<file path="config.mk">
export PLATFORM = sky130hd
export DESIGN_NAME = truth_table_capture
export DESIGN_NICKNAME = d
export VERILOG_FILES = /design/src/rtl/tt_pkg.sv /design/src/rtl/hold_timer.sv /design/src/rtl/truth_table_capture.sv
export SDC_FILE = /design/constraint.sdc
export NUM_CORES = 1
export LEC_CHECK = 0
export CORE_MARGIN = 2
export CORE_UTILIZATION = 48
export DETAILED_ROUTE_END_ITERATION = 6
export GPL_TIMING_DRIVEN = 0
export HOLD_SLACK_MARGIN = 0.06
export PLACE_DENSITY = 0.83
export REMOVE_ABC_BUFFERS = 1
export SKIP_CTS_REPAIR_TIMING = 1
export SLEW_MARGIN = 20
export SYNTH_ARGS = -nofsm -noshare
export SYNTH_HDL_FRONTEND = slang
export SYNTH_HIERARCHICAL = 1
export SYNTH_SLANG_ARGS = --single-unit
</file>
<file path="constraint.sdc">
create_clock -name clk -period 2.3 [get_ports clk]
set_input_delay 0.345 -clock clk [delete_from_list [all_inputs] [get_ports clk]]
set_output_delay 0.345 -clock clk [all_outputs]
set_load 0.02 [all_outputs]
</file>
<file path="src/rtl/tt_pkg.sv">
// -----------------------------------------------------------------------------
// tt_pkg
// Shared definitions for the truth-table capture block:
//   state_e   - sweep controller states (IDLE, DRIVE, DONE)
//   VEC_W     - width of the stimulus vector index {a,b,c,d}
//   N_VEC     - number of vectors in a full sweep
//   LAST_VEC  - index of the final vector in a sweep
//   put_bit() - returns a table with one bit replaced
// -----------------------------------------------------------------------------
package tt_pkg;

  localparam int VEC_W = 4;
  localparam int N_VEC = 16;
  localparam logic [VEC_W-1:0] LAST_VEC = VEC_W'(N_VEC - 1);

  typedef enum logic [1:0] {
    IDLE  = 2'd0,
    DRIVE = 2'd1,
    DONE  = 2'd2
  } state_e;

  // Replace bit idx of tbl with val.
  function automatic logic [N_VEC-1:0] put_bit(input logic [N_VEC-1:0] tbl,
                                               input logic [VEC_W-1:0] idx,
                                               input logic             val);
    logic [N_VEC-1:0] res;
    res      = tbl;
    res[idx] = val;
    return res;
  endfunction

endpackage

</file>
<file path="src/rtl/hold_timer.sv">
// -----------------------------------------------------------------------------
// hold_timer
// Counts the cycles a stimulus vector has been held. The count restarts at 0
// on clear_i, and after reaching HOLD_CYCLES-1 while enabled it wraps to 0.
// Ports:
//   clk      - clock
//   rst_n    - asynchronous active-low reset
//   clear_i  - force count to 0 (takes priority over enable)
//   enable_i - advance the count this cycle
//   tc_o     - terminal count: count equals HOLD_CYCLES-1
// -----------------------------------------------------------------------------
module hold_timer #(
  parameter int HOLD_CYCLES = 4
) (
  input  logic clk,
  input  logic rst_n,
  input  logic clear_i,
  input  logic enable_i,
  output logic tc_o
);

  localparam int CNT_W = 8;
  localparam logic [CNT_W-1:0] TC_VAL = CNT_W'(HOLD_CYCLES - 1);

  logic [CNT_W-1:0] count_q;
  logic [CNT_W-1:0] count_d;

  assign tc_o = (count_q == TC_VAL);

  always_comb begin
    count_d = count_q;
    if (clear_i) begin
      count_d = '0;
    end else if (enable_i) begin
      count_d = tc_o ? '0 : count_q + 1'b1;
    end
  end

  always_ff @(posedge clk or negedge rst_n) begin
    if (!rst_n) begin
      count_q <= '0;
    end else begin
      count_q <= count_d;
    end
  end

endmodule

</file>
<file path="src/rtl/truth_table_capture.sv">
// -----------------------------------------------------------------------------
// truth_table_capture
// Sweeps a 4-input combinational circuit through all 16 input vectors, holds
// each vector for HOLD_CYCLES cycles, samples the circuit response at the end
// of each hold and compares the captured table with a golden table.
// Ports:
//   clk        - clock
//   rst_n      - asynchronous active-low reset
//   start      - request a full sweep (accepted in IDLE or DONE)
//   abort      - terminate a sweep; wins over start and over the final sample
//   expected   - golden table, bit i = expected s1 for vector i
//   s1         - response of the circuit under test
//   a,b,c,d    - stimulus, {a,b,c,d} = vector index
//   busy       - sweep in progress
//   done       - sweep completed, held until next accepted start
//   table_out  - captured table, bit i = s1 sampled for vector i
//   mismatch   - table_out differs from expected (valid while done)
// -----------------------------------------------------------------------------
module truth_table_capture
  import tt_pkg::*;
#(
  parameter int HOLD_CYCLES = 4
) (
  input  logic             clk,
  input  logic             rst_n,
  input  logic             start,
  input  logic             abort,
  input  logic [N_VEC-1:0] expected,
  input  logic             s1,
  output logic             a,
  output logic             b,
  output logic             c,
  output logic             d,
  output logic             busy,
  output logic             done,
  output logic [N_VEC-1:0] table_out,
  output logic             mismatch
);

  state_e           state_q, state_d;
  logic [VEC_W-1:0] vec_q, vec_d;
  logic [N_VEC-1:0] table_q, table_d;
  logic             busy_q, busy_d;
  logic             done_q, done_d;
  logic             mismatch_q, mismatch_d;

  logic             tmr_clear;
  logic             tmr_en;
  logic             tmr_tc;
  logic [N_VEC-1:0] table_sampled;

  hold_timer #(
    .HOLD_CYCLES(HOLD_CYCLES)
  ) u_hold_timer (
    .clk      (clk),
    .rst_n    (rst_n),
    .clear_i  (tmr_clear),
    .enable_i (tmr_en),
    .tc_o     (tmr_tc)
  );

  // Table as it will look once the current vector's response is written.
  assign table_sampled = put_bit(table_q, vec_q, s1);

  always_comb begin
    state_d    = state_q;
    vec_d      = vec_q;
    table_d    = table_q;
    busy_d     = busy_q;
    done_d     = done_q;
    mismatch_d = mismatch_q;
    tmr_clear  = 1'b0;
    tmr_en     = 1'b0;

    case (state_q)
      IDLE, DONE: begin
        if (abort) begin
          // Abort has priority over start; leaving DONE drops the result flags.
          state_d    = IDLE;
          vec_d      = '0;
          busy_d     = 1'b0;
          done_d     = 1'b0;
          mismatch_d = 1'b0;
          tmr_clear  = 1'b1;
        end else if (start) begin
          state_d    = DRIVE;
          vec_d      = '0;
          table_d    = '0;
          busy_d     = 1'b1;
          done_d     = 1'b0;
          mismatch_d = 1'b0;
          tmr_clear  = 1'b1;
        end
      end

      DRIVE: begin
        tmr_en = 1'b1;
        if (abort) begin
          // Already sampled bits are kept for inspection.
          state_d    = IDLE;
          vec_d      = '0;
          busy_d     = 1'b0;
          done_d     = 1'b0;
          mismatch_d = 1'b0;
          tmr_clear  = 1'b1;
        end else if (tmr_tc) begin
          table_d = table_sampled;
          if (vec_q == LAST_VEC) begin
            // Vector index stays at the last value rather than wrapping.
            state_d    = DONE;
            busy_d     = 1'b0;
            done_d     = 1'b1;
            mismatch_d = (table_sampled != expected);
          end else begin
            vec_d = vec_q + 1'b1;
          end
        end
      end

      default: begin
        state_d    = IDLE;
        vec_d      = '0;
        busy_d     = 1'b0;
        done_d     = 1'b0;
        mismatch_d = 1'b0;
        tmr_clear  = 1'b1;
      end
    endcase
  end

  always_ff @(posedge clk or negedge rst_n) begin
    if (!rst_n) begin
      state_q    <= IDLE;
      vec_q      <= '0;
      table_q    <= '0;
      busy_q     <= 1'b0;
      done_q     <= 1'b0;
      mismatch_q <= 1'b0;
    end else begin
      state_q    <= state_d;
      vec_q      <= vec_d;
      table_q    <= table_d;
      busy_q     <= busy_d;
      done_q     <= done_d;
      mismatch_q <= mismatch_d;
    end
  end

  assign {a, b, c, d} = vec_q;
  assign busy         = busy_q;
  assign done         = done_q;
  assign table_out    = table_q;
  assign mismatch     = mismatch_q;

endmodule

</file>
Word level (Yosys, flattened, before mapping)
Cells that the tools add are included.
{"block": "op_classes", "add_sub_neg": 2, "n_lt_le_gt_ge": 2, "n_eq_ne": 13, "mux": 44, "reduce_logical": 8}
{"operator": "16-bit 2-to-1 mux", "n": 4}
{"operator": "16-bit case mux with 2 select lines", "n": 1}
{"operator": "8-bit 2-to-1 mux", "n": 3}
{"operator": "4-bit 2-to-1 mux", "n": 5}
{"operator": "1-bit 2-to-1 mux", "n": 18}
{"operator": "16-bit bitwise mux", "n": 1}
{"operator": "16-bit inequality test", "n": 1}
{"operator": "2-bit 2-to-1 mux", "n": 5}
{"operator": "3-bit inequality test, second input constant", "n": 3}
{"operator": "8-bit by 1-bit adder with 8-bit output, second input constant", "n": 1}
{"operator": "8-bit by 2-bit == test with 1-bit output, second input constant", "n": 1}
{"operator": "1-bit case mux with 2 select lines", "n": 4}
{"operator": "4-bit case mux with 2 select lines", "n": 1}
{"operator": "2-bit inequality test, second input constant", "n": 3}
{"operator": "3-bit AND reduction", "n": 2}
{"operator": "4-bit by 5-bit < comparator with 1-bit output, second input constant", "n": 1}
{"operator": "5-bit AND reduction", "n": 1}
{"operator": "4-bit by 1-bit adder with 4-bit output, second input constant", "n": 1}
{"operator": "1-bit demux with 4-bit select", "n": 1}
{"operator": "4-bit == test, second input constant", "n": 1}
{"operator": "4-bit by 1-bit >= comparator with 1-bit output, second input constant", "n": 1}
{"operator": "2-bit case mux with 2 select lines", "n": 1}
{"operator": "2-bit nonzero test", "n": 2}
{"operator": "3-bit by 2-bit inequality test with 1-bit output, second input constant", "n": 1}
{"operator": "6 further kinds", "n": 6}
{"block": "totals", "ff_bits": 33, "elab_cells": 76}

Depth between registers and ports, before layout
Gate-level depths: netlist of run 1.
{"block": "logic_depth", "word_depth": 10, "depth_mapped": 9, "ltp_nobuf": 9}

By module
Netlist of run 1, hierarchy kept.
{"mod": "truth_table_capture", "n_inst": 1, "cells_each": 225, "area_each_um2": 1924.3, "seq_area_each_um2": 600.6}
{"mod": "hold_timer", "n_inst": 1, "cells_each": 47, "area_each_um2": 451.7, "seq_area_each_um2": 200.2}

Worst setup path after synthesis of run 1
OpenSTA, ideal clock, no wires.
{"block": "synth_timing", "kind": "reg-to-reg", "start": "register vec_q[1]", "end": "register mismatch_q, in the netlist mismatch", "setup_ps": 122, "t_arrival_ps": 2267, "required_ps": 2178, "slack_ps": -89, "path_stages_with_launch": 9, "n_path_buf": 0, "synth_period_minus_slack_ps": 2389, "path_cell_list": "dfrtp_1 > inv_1 > ha_1 > and3b_1 > a221o_1 > a2111oi_2 > and4_1 > nand4_1 > a32o_1"}
{"block": "synth_between", "elab_chain_len": 10, "elab_cells_between_ends": 14, "classes_between": "order compare: 2; eq/ne: 3; mux: 7; reduce/logical: 2"}
{"item": "start: declaration", "line": "truth_table_capture.sv:41", "rtl": "logic [VEC_W-1:0] vec_q, vec_d;"}
{"item": "start signal: assignment", "line": "truth_table_capture.sv:141", "rtl": "vec_q <= vec_d;"}
{"item": "4-bit by 5-bit < comparator with 1-bit output (not written as such) or 4-bit by 1-bit >= comparator with 1-bit output (tied branches)", "line": "tt_pkg.sv:28", "rtl": "res[idx] = val;"}
{"item": "1-bit logical AND (not written as such)", "line": "tt_pkg.sv:28"}
{"item": "1-bit 2-to-1 mux (not written as such)", "line": "tt_pkg.sv:28"}
{"item": "1-bit demux with 4-bit select", "line": "tt_pkg.sv:28"}
{"item": "16-bit bitwise mux", "line": "tt_pkg.sv:28"}
{"item": "16-bit inequality test", "line": "truth_table_capture.sv:113", "rtl": "mismatch_d = (table_sampled != expected);"}
{"item": "1-bit 2-to-1 mux", "line": "truth_table_capture.sv:108", "rtl": "if (vec_q == LAST_VEC) begin"}
{"item": "1-bit 2-to-1 mux", "line": "truth_table_capture.sv:106", "rtl": "end else if (tmr_tc) begin"}
{"item": "1-bit 2-to-1 mux", "line": "truth_table_capture.sv:98", "rtl": "if (abort) begin"}
{"item": "1-bit case mux with 2 select lines", "line": "truth_table_capture.sv:75", "rtl": "case (state_q)"}
{"item": "end signal: assignment", "line": "truth_table_capture.sv:145", "rtl": "mismatch_q <= mismatch_d;"}
{"item": "end: declaration", "line": "truth_table_capture.sv:45", "rtl": "logic mismatch_q, mismatch_d;"}
Parallel ways exist; a longest one is shown, timed or not. The select of a mux whose other input is x is not followed.
A chain may end at the register's enable or synchronous reset.

Worst setup path in the final report of run 1
{"block": "layout_timing", "start": "register vec_q[0]", "end": "register mismatch_q, in the netlist mismatch"}
Same word-level chain as after synthesis.

==> results_dict.tcl, run 1 <==
set metrics [dict create \
    run_status "finished with violations" \
    violations "setup timing" \
    synth_ff_type "dfrtp_1" \
    dieArea_mm2 0.00553 \
    vias 2334 \
    grt.met2_usage_pct 38.2 \
    postLayoutCoreUtil_pct 66.3 \
    rrSetupSlack_ns -0.03 \
    yosysSeqAreaShare_pct 33.7 \
    fin_cells 393 \
    clk_transition_reported_paths_ns 0.07 \
    r2r_cells 8 \
    leakage_nw 1.24 \
    fillCellCount 378 \
    drc_errors 0 \
    syn-cell-area_mm2 0.00238 \
    row_count 25 \
    htree_levels 2 \
    whs_ns 0.541 \
    tightest_slew_ns 0.818 \
    layout.cells.most_common_list "41 x clkdlybuf4s50_1, 28 x dfrtp_1, 23 x o21ai_0" \
    numPlacedInstances 371 \
    ios 44 \
    syn_avg_cell_area_um2 8.74 \
    yosys_warnings 6 \
    path_class "register to register" \
    grt_overflow_total 0 \
    syn-instance-count 272 \
    yosysTopAreaCellShare_pct 33.7 \
    root_buffer "clkbuf_8" \
    final_common_cell "clkdlybuf4s50_1" \
    start_util_pct 50.0 \
    setup_viol 2 \
    setup_tns_ns -0.0587 \
    wire_per_inst_um 17.0 \
    viasPerCell 5.94 \
    cts_made_buffers 5 \
    fin_ws_ns -0.0337 \
    crit_fanout 7 \
    diodes 0 \
    arrival_ns 2.51 \
    finalCritPeriodShare_pct 101 \
    die_w_um 74.4 \
    grt_antenna_before_repair 0 \
    rsz0062_at_grt "true" \
    first_pass_iters 7 \
    nets 355 \
    place_congestion 0.853 \
    r2r_end "mismatch$_DFFE_PN0P_" \
    vdd_drop_max_v 0.000301 \
    top_usage_layer "met2" \
    clk_path_buf_depth 2 \
    yosys.area.top_type "dfrtp_1" \
    slew_viol_final 0 \
    cp.required_ns 2.48 \
    period_minus_slack_ns 2.33 \
    fin_skew_ns 0.00498 \
    grt_pass1_wl_um 10200 \
    clk-insertion-delay-late_ns 0.28 \
    ant_nets 0 \
    powerDensity_mw_per_mm2 406 \
    synth-async-reset-ratio_pct 100 \
    synth-edff-count 0 \
    die_y_um 74.4 \
    cts_tree "yes" \
    gr-usage-met1_pct 32.5 \
    met3_usage_pct 4.20 \
    endpoint_kind "register" \
    slew_headroom_pct 45.3 \
    grt_max_degree 33 \
    finalWirelength_um 6680 \
    critPathLaunchType "register" \
    fmax_mhz 429 \
    area_growth_pct 32.7 \
    r2r-start "vec_q[0]$_DFFE_PN0P_" \
    hp-class "input pin to async pin" \
    final_layout_size_suffix_gt1_share_pct 16.9 \
    synth.distinct_cells 50 \
    hpwl_um 4380 \
    io_buffers 43 \
    yosys_register_bits 32 \
    drv_cap 0 \
    grt_usage_pct 23.8 \
    core_mm2 0.00475 \
    drt_iter0_drc 229 \
    hold_viol 0 \
    clkSinkCount 32 \
    ys_top_cells_by_area "dfrtp_1 34%, o21ai_0 6.3%, ha_1 4.7%" \
    grt_pass1_vias 2154 \
]
[state kept, by name, summed over array words and instances (netlist names)]
name / cells
vec_q: 4
table_out: 16
mismatch: 1
busy: 1
state_q: 1
done: 1
u_hold_timer/count_q: 8
[logic make-up after synthesis]
family	count (synthesis)	synth area share, %
simple gates	103	25.5
compound gates	79	21.4
flops	32	33.7
buf+inv	22	4.16
xor+xnor	16	5.90
mux	11	4.63
fa+ha+maj	9	4.74
[through the flow]
stage | setup WS (ns) | instance area (µm²) | total power [mW]
2_1_floorplan | -0.0893 | 2310 | 0.645
3_3_place_gp | -0.671 | 2830 | 0.722
3_5_place_dp | -0.776 | 2840 | 0.729
4_1_cts | -0.822 | 2960 | 1.28
5_1_grt | -0.109 | 3150 | 1.32
6_report | -0.0337 | 3150 | 1.28
[routing by layer]
layer  share of wire [%]  up-vias
li1                    -     1100
met1                  42     1108
met2                  48      107
met3                 6.9       19
met4                 2.4        0
met5                   0        -
[synth_stat cells (all sizes together), types with 2 or more instances]
cell / count
o211ai: 2
nand3b: 9
ha: 9
nand4: 3
o21ai: 39
or3b: 2
o2111ai: 2
dfrtp: 32
clkbuf: 5
nor2b: 9
a2111oi: 4
and3b: 6
mux2i: 11
o22ai: 5
o2bb2ai: 3
or3: 4
nand2b: 8
nand3: 6
nor2: 23
nand2: 18
a31oi: 2
xor2: 9
nor3b: 9
a21oi: 11
inv: 10
xnor2: 7
buf: 7
[power by group]
| part | total (mW) | internal [mW] | switching, mW |
|---|---|---|---|
| registers | 0.572 | 0.566 | 0.00507 |
| clock network | 0.552 | 0.321 | 0.232 |
| logic | 0.157 | 0.0737 | 0.0837 |
| total | 1.28 | 0.961 | 0.320 |
[worst max-delay path: stages, from the launching register on]
cell and delay [ns]:
dfrtp_2 0.49, inv_4 0.12, ha_2 0.24, or3b_4 0.40
o2bb2ai_1 0.15, nor4_2 0.18, and4_1 0.23, nand4_1 0.13
a32o_1 0.28
[worst max path at each step]
stage / cells after the start / start / end
after floorplan: 8 / vec_q[1]$_DFFE_PN0P_ / mismatch$_DFFE_PN0P_
after global placement: 7 / u_hold_timer/count_q[0]$_DFFE_PN0P_ / table_out[9]$_DFFE_PN0P_
after detailed placement: 7 / u_hold_timer/count_q[0]$_DFFE_PN0P_ / table_out[9]$_DFFE_PN0P_
after CTS: 7 / u_hold_timer/count_q[0]$_DFFE_PN0P_ / table_out[9]$_DFFE_PN0P_
after global routing: 8 / vec_q[0]$_DFFE_PN0P_ / mismatch$_DFFE_PN0P_
final: 8 / vec_q[0]$_DFFE_PN0P_ / mismatch$_DFFE_PN0P_
[cell type report]
cell class / instances / area, µm² / area share, %
tap: 67 / 83.8 / 2.66
multi-input combinational: 218 / 1560 / 49.4
sequential: 32 / 811 / 25.7
timing repair buffer: 58 / 548 / 17.4
clock inverter: 3 / 42.5 / 1.35
inverter: 10 / 42.5 / 1.35
clock buffer: 5 / 68.8 / 2.18
(Power assumes the default switching activity.)
==> run 2: changes to the inputs <==
--- a/config.mk
+++ b/config.mk
@@ -5,6 +5,7 @@
 export SDC_FILE = /design/constraint.sdc
 export NUM_CORES = 1
 export LEC_CHECK = 0
+export ABC_CLOCK_PERIOD_IN_PS = 2300
 export CORE_MARGIN = 2
 export CORE_UTILIZATION = 48
 export DETAILED_ROUTE_END_ITERATION = 6
==> results of run 2 <==
The final DEF is identical to that of run 1; final timing and power are the same.
==> run 3: changes to the inputs <==
--- a/config.mk
+++ b/config.mk
@@ -9,6 +9,7 @@
 export CORE_MARGIN = 2
 export CORE_UTILIZATION = 48
 export DETAILED_ROUTE_END_ITERATION = 6
+export GPL_ROUTABILITY_DRIVEN = 0
 export GPL_TIMING_DRIVEN = 0
 export HOLD_SLACK_MARGIN = 0.06
 export PLACE_DENSITY = 0.83
==> results of run 3 <==
The final DEF is identical to that of run 1; final timing and power are the same.
